File: config.mk
export PLATFORM = sky130hd
export DESIGN_NAME = clb_ccff_bank
export DESIGN_NICKNAME = d
export VERILOG_FILES = /design/src/rtl/clb_ccff_bank.sv
export SDC_FILE = /design/constraint.sdc
export NUM_CORES = 1
export LEC_CHECK = 0
export ABC_AREA = 0
export ABC_CLOCK_PERIOD_IN_PS = 2120
export CAP_MARGIN = 5
export CORE_AREA = 8 8 176 178
export DETAILED_ROUTE_END_ITERATION = 10
export DIE_AREA = 0 0 184 186
export MAX_ROUTING_LAYER = met4
export PLACE_DENSITY = 0.78
export SYNTH_ARGS = -nofsm -noshare
export SYNTH_HDL_FRONTEND = slang
export SYNTH_SLANG_ARGS = --single-unit
File: constraint.sdc
create_clock -name prog_clk -period 2.12 [get_ports prog_clk]
set_input_delay 0.212 -clock prog_clk [delete_from_list [all_inputs] [get_ports prog_clk]]
set_output_delay 0.212 -clock prog_clk [all_outputs]
set_load 0.005 [all_outputs]
File: src/rtl/clb_ccff_bank.sv
// Configuration-memory bank for CLB/routing tiles.
// NUM_CHAINS independent serial shift chains of CHAIN_LEN bits, loaded on prog_clk.
// A completed session commits the chain into a shadow register that drives the
// fabric, so partially shifted configuration is never visible on mem_out.
// Sessions can also rotate the chain for non-destructive readback via ccff_tail.
module clb_ccff_bank #(
    parameter int unsigned CHAIN_LEN  = 64,
    parameter int unsigned NUM_CHAINS = 2,
    parameter int unsigned CNT_W      = $clog2(CHAIN_LEN + 1)
) (
    input  logic                             prog_clk,
    input  logic                             pReset,
    input  logic                             config_enable,
    input  logic                             readback_en,
    input  logic                             Test_en,
    input  logic [NUM_CHAINS-1:0]            ccff_head,
    output logic [NUM_CHAINS-1:0]            ccff_tail,
    output logic [NUM_CHAINS*CHAIN_LEN-1:0]  mem_out,
    output logic [NUM_CHAINS*CHAIN_LEN-1:0]  mem_outb,
    output logic [CNT_W-1:0]                 shift_count,
    output logic                             config_done,
    output logic                             config_err
);

    localparam int unsigned     MemW    = NUM_CHAINS * CHAIN_LEN;
    localparam logic [CNT_W-1:0] FullCnt = CNT_W'(CHAIN_LEN);
    localparam logic [CNT_W-1:0] OneCnt  = CNT_W'(1);

    typedef enum logic [1:0] {
        StIdle,
        StLoad,
        StCommit
    } state_e;

    state_e            state_q, state_d;
    logic              mode_q, mode_d;      // 1 = rotate (readback), 0 = load
    logic [MemW-1:0]   chain_q, chain_d;
    logic [MemW-1:0]   shadow_q, shadow_d;
    logic [CNT_W-1:0]  count_q, count_d;
    logic              done_q, done_d;
    logic              err_q, err_d;

    logic              session_entry;
    logic              in_commit;
    logic              count_full;

    // Session sequencing: IDLE -> LOAD -> COMMIT -> IDLE, or COMMIT -> LOAD back-to-back.
    always_comb begin
        state_d       = state_q;
        session_entry = 1'b0;
        case (state_q)
            StIdle: begin
                if (config_enable) begin
                    state_d       = StLoad;
                    session_entry = 1'b1;
                end
            end
            StLoad: begin
                if (!config_enable) begin
                    state_d = StCommit;
                end
            end
            StCommit: begin
                if (config_enable) begin
                    state_d       = StLoad;
                    session_entry = 1'b1;
                end else begin
                    state_d = StIdle;
                end
            end
            default: begin
                state_d = StIdle;
            end
        endcase
    end

    assign in_commit  = (state_q == StCommit);
    assign count_full = (count_q == FullCnt);

    // Mode is latched only at session entry; the entry edge already shifts in the new mode.
    always_comb begin
        mode_d = mode_q;
        if (session_entry) begin
            mode_d = readback_en;
        end
    end

    // Chain shift: bit0 takes ccff_head (load) or the chain's own MSB (rotate).
    always_comb begin
        chain_d = chain_q;
        if (config_enable) begin
            for (int c = 0; c < int'(NUM_CHAINS); c++) begin
                chain_d[c*CHAIN_LEN +: CHAIN_LEN] = {
                    chain_q[c*CHAIN_LEN +: (CHAIN_LEN - 1)],
                    (mode_d ? chain_q[c*CHAIN_LEN + CHAIN_LEN - 1] : ccff_head[c])
                };
            end
        end
    end

    // Saturating shift counter, restarted at 1 because entry already shifts once.
    always_comb begin
        count_d = count_q;
        if (session_entry) begin
            count_d = OneCnt;
        end else if (config_enable && !count_full) begin
            count_d = count_q + OneCnt;
        end
    end

    // Commit: only a complete load-mode session updates the shadow; rotate keeps it.
    always_comb begin
        shadow_d = shadow_q;
        if (in_commit && count_full && !mode_q) begin
            shadow_d = chain_q;
        end
    end

    // Status: set by the commit, cleared by entry. On a back-to-back edge the
    // shadow still commits, but the new session's entry clears the flags.
    always_comb begin
        done_d = done_q;
        err_d  = err_q;
        if (in_commit) begin
            if (count_full) begin
                done_d = 1'b1;
            end else begin
                err_d = 1'b1;
            end
        end
        if (session_entry) begin
            done_d = 1'b0;
            err_d  = 1'b0;
        end
    end

    // State registers, all cleared asynchronously so a mid-session reset never commits.
    always_ff @(posedge prog_clk or negedge pReset) begin
        if (!pReset) begin
            state_q  <= StIdle;
            mode_q   <= 1'b0;
            chain_q  <= '0;
            shadow_q <= '0;
            count_q  <= '0;
            done_q   <= 1'b0;
            err_q    <= 1'b0;
        end else begin
            state_q  <= state_d;
            mode_q   <= mode_d;
            chain_q  <= chain_d;
            shadow_q <= shadow_d;
            count_q  <= count_d;
            done_q   <= done_d;
            err_q    <= err_d;
        end
    end

    // Serial outputs come straight from each chain's MSB.
    always_comb begin
        ccff_tail = '0;
        for (int c = 0; c < int'(NUM_CHAINS); c++) begin
            ccff_tail[c] = chain_q[c*CHAIN_LEN + CHAIN_LEN - 1];
        end
    end

    // Fabric view: Test_en exposes the live chain, otherwise the committed shadow.
    always_comb begin
        mem_out     = Test_en ? chain_q : shadow_q;
        mem_outb    = ~mem_out;
        shift_count = count_q;
        config_done = done_q;
        config_err  = err_q;
    end

endmodule

======== Word-level counts from Yosys, hierarchy flattened ========
Index checks and enable logic that the tools add are counted.
Widths: inputs -> output; s select.
operators by class
  $add $sub $neg .......................... 1
  equal/unequal tests ..................... 6
  multiplexer cells ....................... 18
  bitwise gates (word level) .............. 1
  reductions and logical operators ........ 13
operators with widths
  kind                 count
  $mux 128             1
  $not 128->128        1
  $mux 7               2
  $mux 1               12
  $add 7x1->7 const B  1
  $eq 7x7->1 const B   1
  $ne 2x2->1 const B   3
  $pmux 2 s3           1
  $reduce_and 2->1     3
  $reduce_bool 2->1    3
  $mux 2               2
  $logic_and 1x1->1    3
  $eq 2x1->1 const B   1
  $eq 2x2->1 const B   1
  $logic_not 1->1      2
  $logic_not 2->1      1
  $reduce_or 2->1      1
word-level totals
  register bits after elaboration ......... 268
  input port bits ......................... 7
  logic and storage cells ................. 46

======== Longest topological paths before layout ========
Gate-level depths: netlist (run 1).
  depth in word-level cells ............... 5
  gate-level depth with buffers ........... 7

======== Least setup slack after synthesis (run 1) ========
No wires, ideal clock.
  path type ............................... register to register
  start point ............................. register count_q[2] (netlist: shift_count[2])
  end point ............................... register shadow_q[100]
  arrival time ............................ 2.105 ns
  required time ........................... 1.995 ns
  slack ................................... -0.110 ns
  cell stages (with the launch flop) ...... 6
  cell sequence ........................... dfrtp_1 or4_4 or4_4 buf_12 buf_12 mux2_4
between the ends
  longest elaborated chain between the ends .. 3
RTL lines
  what                             RTL line  text
  from (decl)                      39        logic [CNT_W-1:0] count_q, count_d;
  from (signal assigned)           152       count_q <= count_d;
  $eq 7x7->1                       78        assign count_full = (count_q == FullCnt);
  $logic_and 1x1->1 (2 in series)  114       if (in_commit && count_full && !mode_q) begin
  to (signal assigned)             151       shadow_q <= shadow_d;
  to (decl)                        38        logic [MemW-1:0] shadow_q, shadow_d;
No other way between the ends.
A chain may end at the register's enable or synchronous reset.

======== Worst setup path in the final report (run 1) ========
  start point ............................. register count_q[2] (netlist: shift_count[2])
  end point ............................... register shadow_q[30]
Same word-level chain as after synthesis.

==> metrics.yaml, run 1 <==
outcome:
  status: "complete, but fails checks"
  violations: "negative setup slack"
drt:
  viasPerCell: 4.84
  drtIter0Drc: 459
  drc_errors: 0
  vias: 7647
  ant_nets: 0
  wl_um: 27500
  routedWlPerCell_um: 17.4
  first_pass_iters: 4
power:
  irDropWorstVdd_uv: 504
  p_leak_nw: 9.33
  powerDensity_nw_per_um2: 829
timing:
  slew-limit-headroom_pct: 56.9
  setup_slack_ns: -0.0407
  finalHoldViolCount: 0
  timing.final.crit_share_pct: 102
  worst_pin_slew_ns: 0.640
  slew_viol_final: 0
  fin_crit_ns: 2.16
  setup_viol: 69
  fmax_mhz: 463
  finClkSkew_ns: 0.00846
  rsz0062_at_grt: "true"
  tns_ns: -1.24
critical_path:
  slowest_delay_ns: 0.53
  crit_required_ns: 2.53
  crit_top_cell: "or4_4"
  reg2reg_depth: 4
  slowest_stage: "or4_4"
  startpoint_type: "register"
  timing.rr.start: "shift_count[2]$_DFFE_PN0P_"
  worstSetupPathType: "register to register"
  path_cells: "or4_4 -> or4_4 -> buf_12 -> mux2_4"
  critPathCaptureType: "register"
  reg2reg_to: "shadow_q[30]$_DFFE_PN0P_"
  crit_fanout: 39
  r2r_slack_ns: -0.04
  crit_arrival_ns: 2.57
cts:
  cts_setup_buffers: 0
  clock-sinks: 268
  cts.path.max_buffers: 3
  path_clk_slew_ns: 0.06
  cts_tree: "yes"
  numCtsBuffers: 29
  cts_max_level: 1
  root_buffer: "clkbuf_16"
  clk_latency_ns: 0.53
floorplanning:
  die_area_um2: 34200
  rows: 62
  die_h_um: 186
  core_um2: 28200
  initial_utilization_pct: 44.4
  chipWidth_um: 184
  io_pins: 274
place:
  gp_congestion: 0.835
  hpwl_um: 18900
  port_buffers: 273
  dp.cells: 1527
layout:
  mostFrequentLayoutCells: "clkdlybuf4s50_1 (270), dfrtp_1 (268), inv_1 (134), mux2_2 (134), mux2i_1 (125)"
  final_cells: 1579
  nFillCells: 2259
  num-nets-final: 1184
  layout_commonest_cell: "clkdlybuf4s50_1"
  area.growth.synth_to_final_pct: 33.7
  antenna_cells: 0
  layout-drive-gt1-share_pct: 28.5
synth:
  avgSynthCellArea_um2: 14.2
  synth_area_um2: 12500
  ys_seq_area_share_pct: 53.5
  synth-seq-cells: 268
  synth_top_area_cell: "dfrtp_1"
  synth_cell_types: 34
  synthCells: 886
  syn-num-nets: 895
  yosys_warnings: 0
  yosysTopAreaCellShare_pct: 53.5
  synthTopCellsByArea: "dfrtp_1 (53%), mux2_4 (14%), mux2_2 (12%)"
min_path:
  hp-start: "config_enable"
  whs_path_depth: 2
  hold_class: "input pin to register"
  holdPathEnd: "state_q[1]$_DFFE_PN0P_"
grt:
  antenna_found_initial: 0
  grt_usage_pct: 16.1
  grt_pass1_wl_um: 43800
  grt-ovfl-total: 0
  grt_start_max_net_pins: 60
  grt_pass1_vias: 8211
job:
  drv_cap: 0
## through the flow
| stage | worst slack [ns] | power [mW] | hold WS, ns | area (µm²) | util (%) |
|---|---|---|---|---|---|
| floorplan | -0.0441 | 7.21 | -0.0836 | 12500 | - |
| detailed placement | -0.0208 | 8.83 | 0.175 | 15700 | 55.8 |
| CTS | -0.0284 | 14.1 | 0.119 | 16800 | 59.3 |
| global route | -0.0728 | 14.6 | 0.142 | 16800 | 59.4 |
| global placement | -0.00511 | 8.75 | 0.175 | 15700 | 55.8 |
| finish | -0.0407 | 13.9 | 0.137 | 16800 | 59.4 |
## report_power, final
group	switching [mW]	internal, mW
sequential	0.502	5.64
clock	1.96	3.22
combinational	0.985	1.59
## cells in the mapped netlist (all sizes together)
cell	number
o31ai	1
o32a	1
dfrtp	268
a31oi	3
o41ai	2
inv	134
buf	24
o21a	2
nor4	1
o21ai	3
mux2i	128
or4	3
o311ai	1
o211ai	4
o2111ai	2
nand2	14
nand2b	2
nand3	3
a21oi	2
o22a	1
clkbuf	22
mux2	254
a21boi	1
nor3	2
and2	1
nand3b	1
or3	1
ha	2
nor2b	3
## worst max path at each step
| stage | startpoint | to |
|---|---|---|
| 6_report | shift_count[2]$_DFFE_PN0P_ | shadow_q[30]$_DFFE_PN0P_ |
| 5_1_grt | shift_count[2]$_DFFE_PN0P_ | shadow_q[30]$_DFFE_PN0P_ |
| 4_1_cts | shift_count[2]$_DFFE_PN0P_ | shadow_q[41]$_DFFE_PN0P_ |
| 3_5_place_dp | shift_count[2]$_DFFE_PN0P_ | shadow_q[69]$_DFFE_PN0P_ |
| 3_3_place_gp | shift_count[2]$_DFFE_PN0P_ | shadow_q[51]$_DFFE_PN0P_ |
| 2_1_floorplan | shift_count[2]$_DFFE_PN0P_ | shadow_q[100]$_DFFE_PN0P_ |
## per-layer routing
metal	wire [µm]	GRT usage [%]	part of all wire (%)
met3	1420	2.54	5.2
met1	12500	20.7	46
met2	13200	26.6	48
met4	371	3.39	1.3
met5	0	-	0
## layout make-up
cell class / count / area, µm² / share of cell area, %
repair buffers: 304 / 3120 / 18.6
inverters: 134 / 503 / 3.00
well taps: 384 / 480 / 2.86
clock inverters: 11 / 158 / 0.940
multi-input cells: 438 / 4970 / 29.6
clock buffers: 40 / 837 / 4.99
flip-flops and latches: 268 / 6710 / 40.0
## logic make-up after synthesis
| family | Yosys count | share of synthesized area, % |
|---|---|---|
| mux | 382 | 36.6 |
| flops | 268 | 53.5 |
| buf+inv | 180 | 7.05 |
| simple gates | 31 | 1.32 |
| compound gates | 23 | 1.34 |
| fa+ha+maj | 2 | 0.200 |
## critical path, delay by kind of cell (launching register included)
family,cells,cell delay [ns]
mux,1,0.34
simple gates,2,1.05
flops,1,0.37
buf+inv,1,0.23
## what timing repair did
item | in CTS | in global routing
hold buffers | 1 | 0
endpoints found under the setup margin | 75 | 126
gates resized for setup | 2 | 3
endpoints found under the hold margin | 52 | 0
gates cloned | 0 | 0
## sequential cells by signal (all words and copies together), names as in the netlist
register,count
chain_q,128
shadow_q,128
shift_count,7
state_q,2
config_done,1
config_err,1
mode_q,1
(Power assumes the default switching activity.)
==> run 2: changes to the inputs <==
- CORE_AREA: 8 8 176 178 -> 2 2 170 172
- DIE_AREA: 0 0 184 186 -> 0 0 172 174
==> metrics.yaml, run 2 (synthesis gave the netlist of run 1 again) <==
critical_path:
  path_cells: "or4_4 -> or4_4 -> buf_12 -> mux2_4"
  crit_required_ns: 2.53  # about the same
  slowest_delay_ns: 0.54  # about the same
  critPathCaptureType: "register"
  slowest_stage: "or4_4"
  startpoint_type: "register"
  reg2reg_depth: 4  # unchanged
  critPathBufInv: 1  # unchanged
  crit_arrival_ns: 2.62  # +0.05 ns
  crit_top_cell: "or4_4"
  path_delay_family: "simple AND/OR/NAND/NOR gates"
  worstSetupPathType: "register to register"
  crit_cells: 4  # unchanged
  crit_fanout: 55  # +41%
floorplanning:
  core_um2: 28200  # unchanged
  chipWidth_um: 172  # -6.5%
  initial_utilization_pct: 44.4  # unchanged
  die_area_um2: 29900  # -13%
  rows: 62  # unchanged
  io_pins: 274  # unchanged
  die_h_um: 174  # -6.5%
power:
  irDropWorstVdd_uv: 413  # -18%
  p_leak_nw: 9.32  # -0.11%
  total_power_mw: 13.9  # -0.31%
  powerDensity_nw_per_um2: 828  # about the same
timing:
  finalHoldViolCount: 0  # unchanged
  setup_viol: 110  # +59%
  worst_pin_slew_ns: 0.613  # -0.0273 ns
  fin_crit_ns: 2.21  # +0.0519 ns
  rsz0062_at_grt: "true"
  setup_slack_ns: -0.0927  # -0.0519 ns
  timing.final.crit_share_pct: 104  # +2.5 points
  slew_viol_final: 0  # unchanged
  fmax_mhz: 452  # -2.3%
  finClkSkew_ns: 0.0112  # +0.00277 ns
  slew-limit-headroom_pct: 59.1  # +2.3 points
cts:
  cts_max_level: 1  # unchanged
  numCtsBuffers: 28  # -3.4%
  clock-sinks: 268  # unchanged
  path_clk_slew_ns: 0.06  # about the same
  cts.path.max_buffers: 3  # unchanged
  cts_tree: "yes"
  clk_latency_ns: 0.53  # about the same
  root_buffer: "clkbuf_16"
grt:
  grt_pass1_wl_um: 42000  # -4.2%
  antenna_found_initial: 0  # unchanged
  grt_usage_pct: 17.5  # +1.5 points
  grt_start_max_net_pins: 75  # +25%
  grt-ovfl-total: 0  # unchanged
  grt_pass1_vias: 8021  # -2.3%
min_path:
  hold_class: "input pin to async pin"
job:
  drv_cap: 0  # unchanged
layout:
  layout-drive-gt1-share_pct: 28.2  # -0.30 points
  mostFrequentLayoutCells: "clkdlybuf4s50_1 (270), dfrtp_1 (268), inv_1 (134), mux2_2 (134), mux2i_1 (126)"
  antenna_cells: 0  # unchanged
  layout_commonest_cell: "clkdlybuf4s50_1"
  num-nets-final: 1184  # unchanged
  area.growth.synth_to_final_pct: 33.4
place:
  hpwl_um: 17200  # -9.0%
  pre_cts_ws_ns: -0.0459  # -0.0251 ns
  gp_congestion: 0.862  # +3.3%
  port_buffers: 273  # unchanged
drt:
  viasPerCell: 4.87  # +0.47%
  first_pass_iters: 4  # unchanged
  wl_um: 25700  # -6.7%
  routedWlPerCell_um: 16.2  # -6.8%
  drtIter0Drc: 306  # -33%
  vias: 7693  # +0.60%
  ant_nets: 0  # unchanged
  drc_errors: 0  # unchanged
outcome:
  status: "complete, but fails checks"
  violations: "negative setup slack"
-- run 2: layout make-up --
| type | instances | area (µm²) |
|---|---|---|
| Fill cell | 2260 | 11500 |
| Tap cell | 384 | 480 |
| Clock buffer | 42 | 835 |
| Timing Repair Buffer | 305 | 3100 |
| Sequential cell | 268 | 6710 |
| Multi-Input combinational cell | 438 | 4960 |
| Inverter | 134 | 503 |
| Clock inverter | 10 | 154 |
-- run 2: where the power goes --
part,total [mW],switching [mW],internal (mW)
Sequential,6.14,0.502,5.64
Combinational,2.53,0.948,1.58
Clock,5.18,1.98,3.20
Total,13.9,3.43,10.4
-- run 2: layer usage --
layer | vias up | wire [µm] | track usage (%)
li1 | 3562 | - | -
met1 | 3899 | 11800 | 23.9
met2 | 201 | 12400 | 28.4
met3 | 31 | 1100 | 2.48
met4 | 0 | 384 | 3.05
met5 | - | 0 | -
-- run 2: path summary, 6_finish.rpt --
kind | end | from | slack [ns]
max in group asynchronous | chain_q[68]$_DFFE_PN0P_ | pReset | 1.09
hold / removal | shadow_q[32]$_DFFE_PN0P_ | pReset | 0.28
hold reg to reg | state_q[1]$_DFFE_PN0P_ | state_q[1]$_DFFE_PN0P_ | 0.47
setup / recovery | shadow_q[80]$_DFFE_PN0P_ | shift_count[2]$_DFFE_PN0P_ | -0.09
min in group prog_clk | chain_q[0]$_DFFE_PN0P_ | ccff_head[0] | 0.37
setup reg to reg | shadow_q[80]$_DFFE_PN0P_ | shift_count[2]$_DFFE_PN0P_ | -0.09
-- run 2: through the flow --
stage                     instance area [µm²]  setup TNS (ns)  instances  utilization [%]  hold slack [ns]
final                                   16700           -6.10       1581             59.3            0.278
after global routing                    16700           -8.84       1581             59.3            0.323
after CTS                               16700           -4.55       1581             59.2            0.275
after detailed placement                15700           -2.49       1527             55.7            0.239
after global placement                  15700          -0.712       1527             55.7            0.242
after floorplan                         12500           -4.95        886                -          -0.0836
-- run 2: what timing repair did --
action,CTS,global route
resized for setup,0,2
setup endpoints to repair,113,116
hold endpoints to repair,68,0
buffers inserted,0,0
hold buffers,2,0
